### config.mk
export PLATFORM = sky130hd
export DESIGN_NAME = lsu_pipe_flat
export DESIGN_NICKNAME = d
export VERILOG_FILES = /design/src/rtl/lsu_pipe_pkg.sv /design/src/rtl/lsu_pipe_if.sv /design/src/rtl/lsu_align.sv /design/src/rtl/lsu_pipe.sv /design/src/flat_wrapper.sv
export SDC_FILE = /design/constraint.sdc
export NUM_CORES = 1
export LEC_CHECK = 0
export BUFFER_PORTS_ARGS = -buffer_cell sky130_fd_sc_hd__buf_2
export CAP_MARGIN = 0
export CORE_UTILIZATION = 30
export DETAILED_ROUTE_END_ITERATION = 7
export PLACE_DENSITY_LB_ADDON = 0.25
export SLEW_MARGIN = 20
export SYNTH_ARGS = -nofsm -noshare
export SYNTH_HDL_FRONTEND = slang
export SYNTH_HIERARCHICAL = 1
export SYNTH_SLANG_ARGS = --single-unit
### constraint.sdc
create_clock -name clk -period 7.95 [get_ports clk]
set_input_delay 0 -clock clk [delete_from_list [all_inputs] [get_ports clk]]
set_output_delay 0 -clock clk [all_outputs]
set_load 0.005 [all_outputs]
### src/rtl/lsu_pipe_pkg.sv
// Shared types and constants for the load/store unit.
package lsu_pipe_pkg;

    // Operation codes presented by the core; anything other than the eight
    // memory ops (e.g. i_LUI) is accepted and silently dropped by the LSU.
    typedef enum logic [3:0] {
        i_LB,
        i_LH,
        i_LW,
        i_LBU,
        i_LHU,
        i_SB,
        i_SH,
        i_SW,
        i_LUI
    } ls_op_t;

    // LSU control states.
    typedef enum logic [1:0] {
        ST_IDLE,
        ST_REQ,
        ST_RESP
    } lsu_state_t;

    // Exception cause encodings reported on exc_cause.
    localparam logic [1:0] EXC_LD_MISALIGN = 2'b00;
    localparam logic [1:0] EXC_ST_MISALIGN = 2'b01;
    localparam logic [1:0] EXC_BUS_TIMEOUT = 2'b10;

endpackage

### src/rtl/lsu_pipe_if.sv
// Data-memory bus between the LSU (master) and the memory (slave).
interface lsu_pipe_if #(
    parameter int ADDR_W = 32
) ();

    logic              d_req;
    logic              d_we;
    logic [3:0]        d_be;
    logic [ADDR_W-1:0] d_addr;
    logic [31:0]       d_wr_data;
    logic              d_gnt;
    logic              d_rvalid;
    logic [31:0]       d_rdata;

    modport master (
        output d_req, d_we, d_be, d_addr, d_wr_data,
        input  d_gnt, d_rvalid, d_rdata
    );

    modport slave (
        input  d_req, d_we, d_be, d_addr, d_wr_data,
        output d_gnt, d_rvalid, d_rdata
    );

endinterface

### src/rtl/lsu_align.sv
// Combinational lane logic: byte enables, store-lane placement, load
// extraction/extension and misalignment detection.
module lsu_align
    import lsu_pipe_pkg::*;
(
    input  ls_op_t      op,
    input  logic [1:0]  addr_lo,
    input  logic [31:0] st_data,
    input  logic [31:0] rdata,
    output logic [3:0]  be,
    output logic [31:0] wdata,
    output logic [31:0] ld_result,
    output logic        is_mem,
    output logic        is_store,
    output logic        misaligned
);

    // Read data with the addressed byte moved down to lane 0.
    logic [31:0] shifted;
    assign shifted = rdata >> {addr_lo, 3'b000};

    // Decode the op into enables, store placement, load extension and alignment.
    always_comb begin
        be         = '0;
        wdata      = st_data;
        ld_result  = '0;
        is_mem     = 1'b0;
        is_store   = 1'b0;
        misaligned = 1'b0;
        case (op)
            i_LB: begin
                is_mem    = 1'b1;
                be        = 4'b0001 << addr_lo;
                ld_result = {{24{shifted[7]}}, shifted[7:0]};
            end
            i_LBU: begin
                is_mem    = 1'b1;
                be        = 4'b0001 << addr_lo;
                ld_result = {24'b0, shifted[7:0]};
            end
            i_LH: begin
                is_mem     = 1'b1;
                be         = 4'b0011 << addr_lo;
                misaligned = addr_lo[0];
                ld_result  = {{16{shifted[15]}}, shifted[15:0]};
            end
            i_LHU: begin
                is_mem     = 1'b1;
                be         = 4'b0011 << addr_lo;
                misaligned = addr_lo[0];
                ld_result  = {16'b0, shifted[15:0]};
            end
            i_LW: begin
                is_mem     = 1'b1;
                be         = 4'b1111;
                misaligned = |addr_lo;
                ld_result  = shifted;
            end
            i_SB: begin
                is_mem   = 1'b1;
                is_store = 1'b1;
                be       = 4'b0001 << addr_lo;
                wdata    = {4{st_data[7:0]}};
            end
            i_SH: begin
                is_mem     = 1'b1;
                is_store   = 1'b1;
                be         = 4'b0011 << addr_lo;
                misaligned = addr_lo[0];
                wdata      = {2{st_data[15:0]}};
            end
            i_SW: begin
                is_mem     = 1'b1;
                is_store   = 1'b1;
                be         = 4'b1111;
                misaligned = |addr_lo;
            end
            default: begin
                is_mem = 1'b0;
            end
        endcase
    end

endmodule

### src/rtl/lsu_pipe.sv
// Single-outstanding load/store unit: address generation, alignment check,
// request/grant/response sequencing and optional grant timeout.
module lsu_pipe
    import lsu_pipe_pkg::*;
#(
    parameter int          ADDR_W      = 32,
    parameter int unsigned GNT_TIMEOUT = 0
) (
    input  logic        clk,
    input  logic        rst,
    input  logic        issue_valid,
    output logic        issue_ready,
    input  ls_op_t      ls_op,
    input  logic [4:0]  rd_addr,
    input  logic [31:0] rs1_data,
    input  logic [31:0] rs2_data,
    input  logic [31:0] imm,
    output logic        ld_valid,
    output logic [4:0]  ld_rd_addr,
    output logic [31:0] ld_data,
    output logic        exc_valid,
    output logic [1:0]  exc_cause,
    output logic [31:0] exc_addr,
    lsu_pipe_if.master  dbus
);

    localparam int CNT_W = (GNT_TIMEOUT > 1) ? $clog2(GNT_TIMEOUT) : 1;
    localparam logic [CNT_W-1:0] CNT_LAST =
        CNT_W'((GNT_TIMEOUT > 0) ? GNT_TIMEOUT - 1 : 0);

    lsu_state_t       state_q, state_n;
    logic [31:0]      ea;
    logic             accept;
    logic             in_req;
    logic             timeout_hit;
    logic [CNT_W-1:0] cnt_q;

    logic [31:0]      ea_q;
    logic             we_q;
    logic [3:0]       be_q;
    logic [31:0]      wdata_q;
    ls_op_t           op_q;
    logic [4:0]       rd_q;

    ls_op_t           al_op;
    logic [1:0]       al_addr_lo;
    logic [3:0]       al_be;
    logic [31:0]      al_wdata;
    logic [31:0]      al_ld_result;
    logic             al_is_mem;
    logic             al_is_store;
    logic             al_misaligned;

    assign ea          = rs1_data + imm;
    assign issue_ready = (state_q == ST_IDLE);
    assign accept      = issue_valid && issue_ready;
    assign in_req      = (state_q == ST_REQ);
    assign timeout_hit = (GNT_TIMEOUT != 0) && in_req && !dbus.d_gnt &&
                         (cnt_q == CNT_LAST);

    // One aligner serves both ends: in IDLE it decodes the incoming op, in
    // RESP it extracts from read data using the registered op and address.
    assign al_op      = (state_q == ST_IDLE) ? ls_op : op_q;
    assign al_addr_lo = (state_q == ST_IDLE) ? ea[1:0] : ea_q[1:0];

    lsu_align u_align (
        .op         (al_op),
        .addr_lo    (al_addr_lo),
        .st_data    (rs2_data),
        .rdata      (dbus.d_rdata),
        .be         (al_be),
        .wdata      (al_wdata),
        .ld_result  (al_ld_result),
        .is_mem     (al_is_mem),
        .is_store   (al_is_store),
        .misaligned (al_misaligned)
    );

    // Request fields are only driven while a request is outstanding.
    assign dbus.d_req     = in_req;
    assign dbus.d_we      = in_req && we_q;
    assign dbus.d_be      = in_req ? be_q : '0;
    assign dbus.d_addr    = in_req ? {ea_q[ADDR_W-1:2], 2'b00} : '0;
    assign dbus.d_wr_data = in_req ? wdata_q : '0;

    // State register.
    always_ff @(posedge clk or posedge rst) begin
        if (rst) begin
            state_q <= ST_IDLE;
        end else begin
            state_q <= state_n;
        end
    end

    // Next-state logic.
    always_comb begin
        state_n = state_q;
        case (state_q)
            ST_IDLE: begin
                if (accept && al_is_mem && !al_misaligned) begin
                    state_n = ST_REQ;
                end
            end
            ST_REQ: begin
                if (dbus.d_gnt) begin
                    state_n = we_q ? ST_IDLE : ST_RESP;
                end else if (timeout_hit) begin
                    state_n = ST_IDLE;
                end
            end
            ST_RESP: begin
                if (dbus.d_rvalid) begin
                    state_n = ST_IDLE;
                end
            end
            default: begin
                state_n = ST_IDLE;
            end
        endcase
    end

    // Grant-wait counter, cleared whenever the unit is not waiting in REQ.
    always_ff @(posedge clk or posedge rst) begin
        if (rst) begin
            cnt_q <= '0;
        end else if (in_req && (state_n == ST_REQ)) begin
            cnt_q <= cnt_q + CNT_W'(1);
        end else begin
            cnt_q <= '0;
        end
    end

    // Op capture, exception and load-writeback registers.
    always_ff @(posedge clk or posedge rst) begin
        if (rst) begin
            ea_q       <= '0;
            we_q       <= 1'b0;
            be_q       <= '0;
            wdata_q    <= '0;
            op_q       <= i_LB;
            rd_q       <= '0;
            ld_valid   <= 1'b0;
            ld_rd_addr <= '0;
            ld_data    <= '0;
            exc_valid  <= 1'b0;
            exc_cause  <= '0;
            exc_addr   <= '0;
        end else begin
            ld_valid  <= 1'b0;
            exc_valid <= 1'b0;
            if (accept && al_is_mem) begin
                ea_q    <= ea;
                we_q    <= al_is_store;
                be_q    <= al_be;
                wdata_q <= al_wdata;
                op_q    <= ls_op;
                rd_q    <= rd_addr;
                if (al_misaligned) begin
                    exc_valid <= 1'b1;
                    exc_cause <= al_is_store ? EXC_ST_MISALIGN : EXC_LD_MISALIGN;
                    exc_addr  <= ea;
                end
            end
            if (timeout_hit) begin
                exc_valid <= 1'b1;
                exc_cause <= EXC_BUS_TIMEOUT;
                exc_addr  <= ea_q;
            end
            if ((state_q == ST_RESP) && dbus.d_rvalid) begin
                ld_valid   <= 1'b1;
                ld_rd_addr <= rd_q;
                ld_data    <= al_ld_result;
            end
        end
    end

endmodule

### src/flat_wrapper.sv
// flat-port wrapper written by rule: the top's interface ports become plain ports
module lsu_pipe_flat import lsu_pipe_pkg::*;
#(
    parameter int          ADDR_W      = 32,
    parameter int unsigned GNT_TIMEOUT = 0
)
  (clk, rst, issue_valid, issue_ready, ls_op, rd_addr, rs1_data, rs2_data, imm, ld_valid, ld_rd_addr, ld_data, exc_valid, exc_cause, exc_addr, dbus_d_req, dbus_d_we, dbus_d_be, dbus_d_addr, dbus_d_wr_data, dbus_d_gnt, dbus_d_rvalid, dbus_d_rdata);
  lsu_pipe_if #(.ADDR_W(ADDR_W)) dbus_i ();
  input  logic clk;
  input  logic rst;
  input  logic issue_valid;
  output logic issue_ready;
  input  ls_op_t ls_op;
  input  logic [4:0] rd_addr;
  input  logic [31:0] rs1_data;
  input  logic [31:0] rs2_data;
  input  logic [31:0] imm;
  output logic ld_valid;
  output logic [4:0] ld_rd_addr;
  output logic [31:0] ld_data;
  output logic exc_valid;
  output logic [1:0] exc_cause;
  output logic [31:0] exc_addr;
  output wire logic [$bits(dbus_i.d_req)-1:0] dbus_d_req;
  output wire logic [$bits(dbus_i.d_we)-1:0] dbus_d_we;
  output wire logic [$bits(dbus_i.d_be)-1:0] dbus_d_be;
  output wire logic [$bits(dbus_i.d_addr)-1:0] dbus_d_addr;
  output wire logic [$bits(dbus_i.d_wr_data)-1:0] dbus_d_wr_data;
  input wire logic [$bits(dbus_i.d_gnt)-1:0] dbus_d_gnt;
  input wire logic [$bits(dbus_i.d_rvalid)-1:0] dbus_d_rvalid;
  input wire logic [$bits(dbus_i.d_rdata)-1:0] dbus_d_rdata;
  assign dbus_d_req = dbus_i.d_req;
  assign dbus_d_we = dbus_i.d_we;
  assign dbus_d_be = dbus_i.d_be;
  assign dbus_d_addr = dbus_i.d_addr;
  assign dbus_d_wr_data = dbus_i.d_wr_data;
  assign dbus_i.d_gnt = dbus_d_gnt;
  assign dbus_i.d_rvalid = dbus_d_rvalid;
  assign dbus_i.d_rdata = dbus_d_rdata;
  lsu_pipe #(.ADDR_W(ADDR_W), .GNT_TIMEOUT(GNT_TIMEOUT)) u_core (.clk(clk), .rst(rst), .issue_valid(issue_valid), .issue_ready(issue_ready), .ls_op(ls_op), .rd_addr(rd_addr), .rs1_data(rs1_data), .rs2_data(rs2_data), .imm(imm), .ld_valid(ld_valid), .ld_rd_addr(ld_rd_addr), .ld_data(ld_data), .exc_valid(exc_valid), .exc_cause(exc_cause), .exc_addr(exc_addr), .dbus(dbus_i));
endmodule
* Word level (Yosys, flattened, before mapping)
Cells that the tools add are included.
** Word-level totals
- Flip-flop bits (word level) :: 153
- Bits of input ports :: 142
- Output and inout port bits :: 144
- Logic and storage cells :: 65
** Cells by class
- Add/subtract/negate cells :: 1
- Eq/ne operators :: 12
- Shift operators :: 3
- Mux-type cells :: 20
- Reduce and logical (&&, ||, !) cells :: 16
** Operator list (number)
- 32-bit case mux with 5 select lines :: 1
- 32-bit two-way mux :: 2
- 32-bit case mux with 2 select lines :: 1
- 32-bit adder :: 1
- 32-bit by 5-bit >> shifter with 32-bit output :: 1
- 4-bit by 3-bit == test with 1-bit output (second input constant) :: 4
- 4-bit case mux with 3 select lines :: 1
- 2-bit two-way mux :: 5
- 3-bit OR reduction :: 3
- 4-bit by 2-bit == test with 1-bit output (second input constant) :: 2
- 4-bit two-way mux :: 2
- 8-bit OR reduction :: 1
- 1-bit two-way mux :: 6
- 2-bit inequality test (second input constant) :: 3
- 2-bit case mux with 3 select lines :: 1
- 1-bit logical AND :: 5
- 4-bit by 1-bit == test with 1-bit output (second input constant) :: 1
- 4-bit logical NOT :: 1
- 2-bit OR reduction :: 2
- 1-bit by 2-bit << shifter with 4-bit output (first input constant) :: 1
- 2-bit by 2-bit << shifter with 4-bit output (first input constant) :: 1
- 3-bit AND reduction :: 1
- 2-bit by 1-bit == test with 1-bit output (second input constant) :: 1
- 2-bit == test (second input constant) :: 1
- 4 further kinds :: 4

* Logic depth before layout (Yosys ltp)
- Depth in word-level cells :: 9
- Depth in mapped cells :: 13

* Hierarchy
The synthesis kept the hierarchy.
** By module, submodules not included
- lsu_pipe :: instances 1, cells each 933, area an instance 7912.6 µm², sequential area each 3803.6 µm²
- lsu_align :: instances 1, cells each 239, area an instance 1740.4 µm², sequential area each 0.0 µm²

* Least setup slack after synthesis
Ideal clock, no wire load.
- Path kind :: reg2reg
- Start :: register u_core.state_q[1]
- End :: register u_core.exc_addr[26]
- Setup time :: 130 ps
- Arrival :: 2757 ps
- Path slack :: 5063 ps
- Cell stages (with the launch flop) :: 12
- Buffers on the path :: 4
- Clock period less this slack :: 2887 ps
- Path through :: dfrtp_1 nor2_1 mux2_2 buf_2 buf_2 mux2i_1 a2111oi_0 nand2_1 clkbuf_1 clkbuf_1 nor2_1 o22ai_1
** Between the ends
- Elaborated cells on any way between the ends :: 20
** RTL lines
- start: declaration :: RTL line lsu_pipe.sv:31 : lsu_state_t state_q, state_n;
- start signal: assignment :: RTL line lsu_pipe.sv:91 : state_q <= state_n;
- 2-bit logical NOT (*) :: RTL line lsu_pipe.sv:55 : assign issue_ready = (state_q == ST_IDLE);
- via issue_ready :: RTL line flat_wrapper.sv:12 : output logic issue_ready;
- 4-bit two-way mux (*) :: RTL line lsu_pipe.sv:63 : assign al_op = (state_q == ST_IDLE) ? ls_op : op_q;
- via u_core.al_op[2] :: RTL line lsu_pipe.sv:45 : ls_op_t al_op;
- 4-bit by 3-bit == test with 1-bit output, or another cell as far along :: RTL line lsu_align.sv:30 : case (op)
- 3-bit OR reduction (no line) or 2-bit OR reduction (tied branches)
- 1-bit case mux with 2 select lines (*) :: RTL line lsu_align.sv:30
- via u_core.al_misaligned :: RTL line lsu_pipe.sv:52 : logic al_misaligned;
- 2-bit AND reduction (no line) (*)
- end signal: assignment :: RTL line lsu_pipe.sv:167 : exc_addr <= ea_q;
- end: declaration :: RTL line lsu_pipe.sv:23 : output logic [31:0] exc_addr,
The timed path passes the listed nets; every way through them passes the cells marked *.
A chain may end at the register's enable or synchronous reset.

* Worst setup path after layout
- Start :: register u_core.state_q[1]
- End :: register u_core.exc_addr[22]
** Between the ends
- Elaborated cells on any way between the ends :: 20
** RTL lines
- 2-bit logical NOT (*) :: RTL line lsu_pipe.sv:64 : assign al_addr_lo = (state_q == ST_IDLE) ? ea[1:0] : ea_q[1:0];
- 2-bit two-way mux (*) :: RTL line lsu_pipe.sv:64
- via u_core.al_addr_lo[0] :: RTL line lsu_pipe.sv:46 : logic [1:0] al_addr_lo;
- 2-bit OR reduction :: RTL line lsu_align.sv:56, lsu_align.sv:76
- 1-bit case mux with 2 select lines (*) :: RTL line lsu_align.sv:30
- via u_core.al_misaligned :: RTL line lsu_pipe.sv:52
- 2-bit AND reduction (no line) (*)
Marks and branches as above.

==> results.yml <==
timing:
  worst_slew_pin_slew_ns: 0.970
  max_clock_freq_mhz: 237
  setup_repair_after_global_routing_missed_its_margin: "no"
  post-route-min-period_ns: 4.21
  final.period_utilization_pct: 53.0
  relSlewSlack_pct: 34.5
  maxSlewViolCount: 0
  final-setup-viol-count: 0
  hold_viol: 0
  setup_total_negative_slack_ns: 0
  fin_skew_ns: 0.0122
grt:
  grt_pass1_wl_um: 49100
  number_of_global_route_vias_before_repair: 8909
  maximum_number_of_pins_on_one_net_before_global_route_repair: 92
  busiest_layer: "met2"
  antenna_found_initial: 3
  grt_use_met1_pct: 25.1
  global_route.overflow_total: 0
  grt_use_total_pct: 18.9
  global_route.usage.met2_pct: 31.0
  met3_usage_grt_pct: 3.71
cts:
  cts_htree_levels: 4
  post-cts-setup-buffers: 0
  root_buffer: "clkbuf_16"
  tritoncts: "built"
  insertion_delay_ns: 0.44
  path_clk_slew_ns: 0.07
  clock_tree.buffer_depth: 2
  tritoncts.num_buffers: 17
  clock_sink_count: 152
route:
  detail-route-antenna-nets: 0
  drt-vias-per-instance: 4.94
  drc: 0
  vias: 9175
  drtIter0Drc: 521
  post_dr_wirelength_cell_um: 16.9
  routed_wl_um: 31400
  drt_pre_antenna_iters: 7
power_and_ir_drop:
  power.switching_fraction_pct: 41.4
  combinationalPowerShare_pct: 45.8
  pwr-share-seq_pct: 32.5
  power.share.clock_pct: 21.8
  design_power_total_w: 0.00394
  internal_power_w: 0.00231
  p_sw_w: 0.00163
  power_leakage_nw: 6.34
  power.density_cell_area_nw_per_um2: 319
  vdd.ir_drop.worst_mv: 0.167
worst_setup_path:
  peak_fanout_along_the_critical_path: 65
  worst_path_max_delay_cell: "mux2_2"
  crit_required_ns: 8.32
  startpoint_to_endpoint_class_of_the_critical_path: "reg -> reg"
  worstSetupStartpointType: "flip-flop"
  cell_family_with_most_cp_delay: "compound AO/OA/AOI/OAI gates"
  critical_path.n_buffers_inverters: 2
  worstPathCellList: "nor2_1 > mux2_2 > mux2i_1 > a2111oi_0 > nand2_2 > buf_4 > clkinv_1 > nand3_1 > a211oi_1 > a311oi_1 > nand2_1"
  cp-end-kind: "flip-flop"
  cp.arrival_ns: 4.58
  max_stage_delay_ns: 0.94
floorplan:
  die_w_um: 181
  floorplan.rows: 65
  start_util_pct: 30.5
  ioPinCount: 286
  core_um2: 31600
  die_h_um: 181
  fp.dieArea_um2: 32900
logic_synthesis:
  syn_warnings: 6
  synthFlopType: "dfrtp_1"
  number_of_synthesized_flops_with_an_enable_pin: 0
  synth-async-reset-ratio_pct: 100
  mean_syn_cell_area_um2: 8.24
  netlist_instances: 1172
  ys_seq_area_share_pct: 39.4
  postSynthRegisterBits: 152
  synth_cell_types: 77
  netlist_area_before_placement_um2: 9650
job:
  max_cap_violations: 0
layout:
  multi_input_gate_area_in_the_final_layout_um2: 5380
  layout_common_cells: "nand2_1, buf_2, dfrtp_1"
  final_nets: 1618
  area_delta_synth_final_pct: 27.7
  layout_commonest_cell: "nand2_1"
  layout-drive-gt1-share_pct: 25.6
  final-seq-area_um2: 3800
  num_antenna_cells: 0
  nFillCells: 3268
worst_hold_path:
  min_path_type: "in -> reg"
status:
  result_of_the_run: "finished, final reports clean"
place:
  detailed_place_hpwl_um: 22300
  numPortBuffers: 282
  globalplace.congestion: 0.865
power groups by stage:
stage | clock network, W | registers, W | logic (W)
floorplan | 0 | 0.00127 | 0.00124
global placement | 0 | 0.00129 | 0.00176
detailed placement | 0 | 0.00129 | 0.00179
CTS | 0.000881 | 0.00128 | 0.00182
global route | 0.000916 | 0.00132 | 0.00202
finish | 0.000857 | 0.00128 | 0.00180
sequential cells by signal, summed over array words and instances (netlist names):
register           flops
u_core/be_q            4
u_core/ea_q           32
u_core/exc_addr       32
u_core/we_q            1
u_core/exc_cause       1
u_core/ld_valid        1
u_core/ld_rd_addr      5
u_core/wdata_q        32
u_core/op_q            4
u_core/ld_data        32
u_core/state_q         2
u_core/exc_valid       1
u_core/rd_q            5
repair_timing:
item | CTS | global route
hold buffers | 50 | 0
endpoints found under the hold margin | 142 | 0
gates resized for setup | 0 | 0
final cells by class:
class                   count  share of cell area, %
well taps                 402                   4.08
flip-flops and latches    152                   30.9
repair buffers            339                   15.9
multi-input cells         915                   43.6
clock inverters            15                   1.44
inverters                  19                  0.619
clock buffers              17                   3.45
final timing paths:
kind	from	to	slack (ns)	cells past startpoint
max reg2reg	u_core/state_q[1]$_DFFE_PP0P_	u_core/exc_addr[22]$_DFFE_PP0P_	3.74	11
max	u_core/state_q[1]$_DFFE_PP0P_	u_core/exc_addr[22]$_DFFE_PP0P_	3.74	11
min reg2reg	u_core/exc_addr[22]$_DFFE_PP0P_	u_core/exc_addr[22]$_DFFE_PP0P_	0.46	2
max in group asynchronous	rst	u_core/wdata_q[8]$_DFFE_PP0P_	6.28	4
min	imm[0]	u_core/exc_addr[0]$_DFFE_PP0P_	0.01	4
min in group asynchronous	rst	u_core/ea_q[5]$_DFFE_PP0P_	0.30	3
through the flow:
stage	instances	hold WS, ns	utilization [%]	setup slack, ns	instance area, um2
after floorplan	1174	0.105	-	3.86	9660
after global placement	1777	0.192	35.5	3.83	11200
after detailed placement	1777	0.202	35.5	3.76	11200
after CTS	1859	0.00849	39.0	3.72	12300
after global routing	1859	0.0173	39.0	3.32	12300
final	1859	0.0130	39.0	3.74	12300
logic make-up (layout without fill, tap and decap cells):
kind of cell,after synthesis,in the layout,share of synthesized area [%]
AND/OR/NAND/NOR,557,557,25.7
XOR/XNOR,28,28,2.54
AO/OA/AOI/OAI,250,250,17.8
adder cells (fa/ha/maj),32,32,4.23
buffers and inverters,107,390,5.26
flip-flops,152,152,39.4
other,1,3,0.0388
multiplexers,45,45,5.08
cells in the mapped netlist, types with 3 or more instances:
library cell / instances / area (um2)
nand3b_1: 4 / 30.0
xor2_1: 12 / 105
a2bb2oi_1: 6 / 52.6
o311ai_0: 8 / 70.1
o211ai_1: 6 / 45.0
xnor2_1: 16 / 140
nor3_1: 10 / 50.1
a211oi_1: 21 / 158
o221ai_1: 6 / 52.6
o21bai_1: 4 / 30.0
nor2b_1: 10 / 62.6
nor4_1: 3 / 18.8
dfrtp_1: 152 / 3800
nand3_1: 18 / 90.1
and2_1: 71 / 444
mux2_2: 22 / 248
nand4_1: 4 / 25.0
o211ai_2: 8 / 100
o21a_1: 5 / 37.5
clkbuf_1: 46 / 173
nor2_1: 49 / 184
a21oi_1: 42 / 210
o21ai_1: 19 / 95.1
buf_4: 11 / 82.6
a311o_1: 8 / 80.1
a21o_1: 15 / 113
buf_6: 3 / 33.8
buf_2: 24 / 120
nand2b_1: 15 / 93.8
ha_1: 31 / 388
a31oi_1: 7 / 43.8
inv_1: 16 / 60.1
a2111oi_0: 3 / 26.3
nor4b_1: 3 / 26.3
nand2_1: 356 / 1340
mux2i_1: 22 / 220
o21ai_0: 65 / 325
and3_1: 5 / 31.3
worst register-to-register path, cell delays in order, from the launching register on:
cell and delay, ns:
dfrtp_1 0.43, nor2_1 0.58, mux2_2 0.95, mux2i_1 0.17, a2111oi_0 0.83, nand2_2 0.08
buf_4 0.35, clkinv_1 0.29, nand3_1 0.11, a211oi_1 0.23, a311oi_1 0.07, nand2_1 0.08
per-layer routing:
layer  vias up  share of wire (%)  wire [um]
met2       294                 47      14800
met4         4                1.8        572
met3        46                5.0       1570
met5         -              0.070         22
met1      4286                 46      14500
li1       4545                  -          -
No activity file was read; power rests on OpenSTA's default activity.
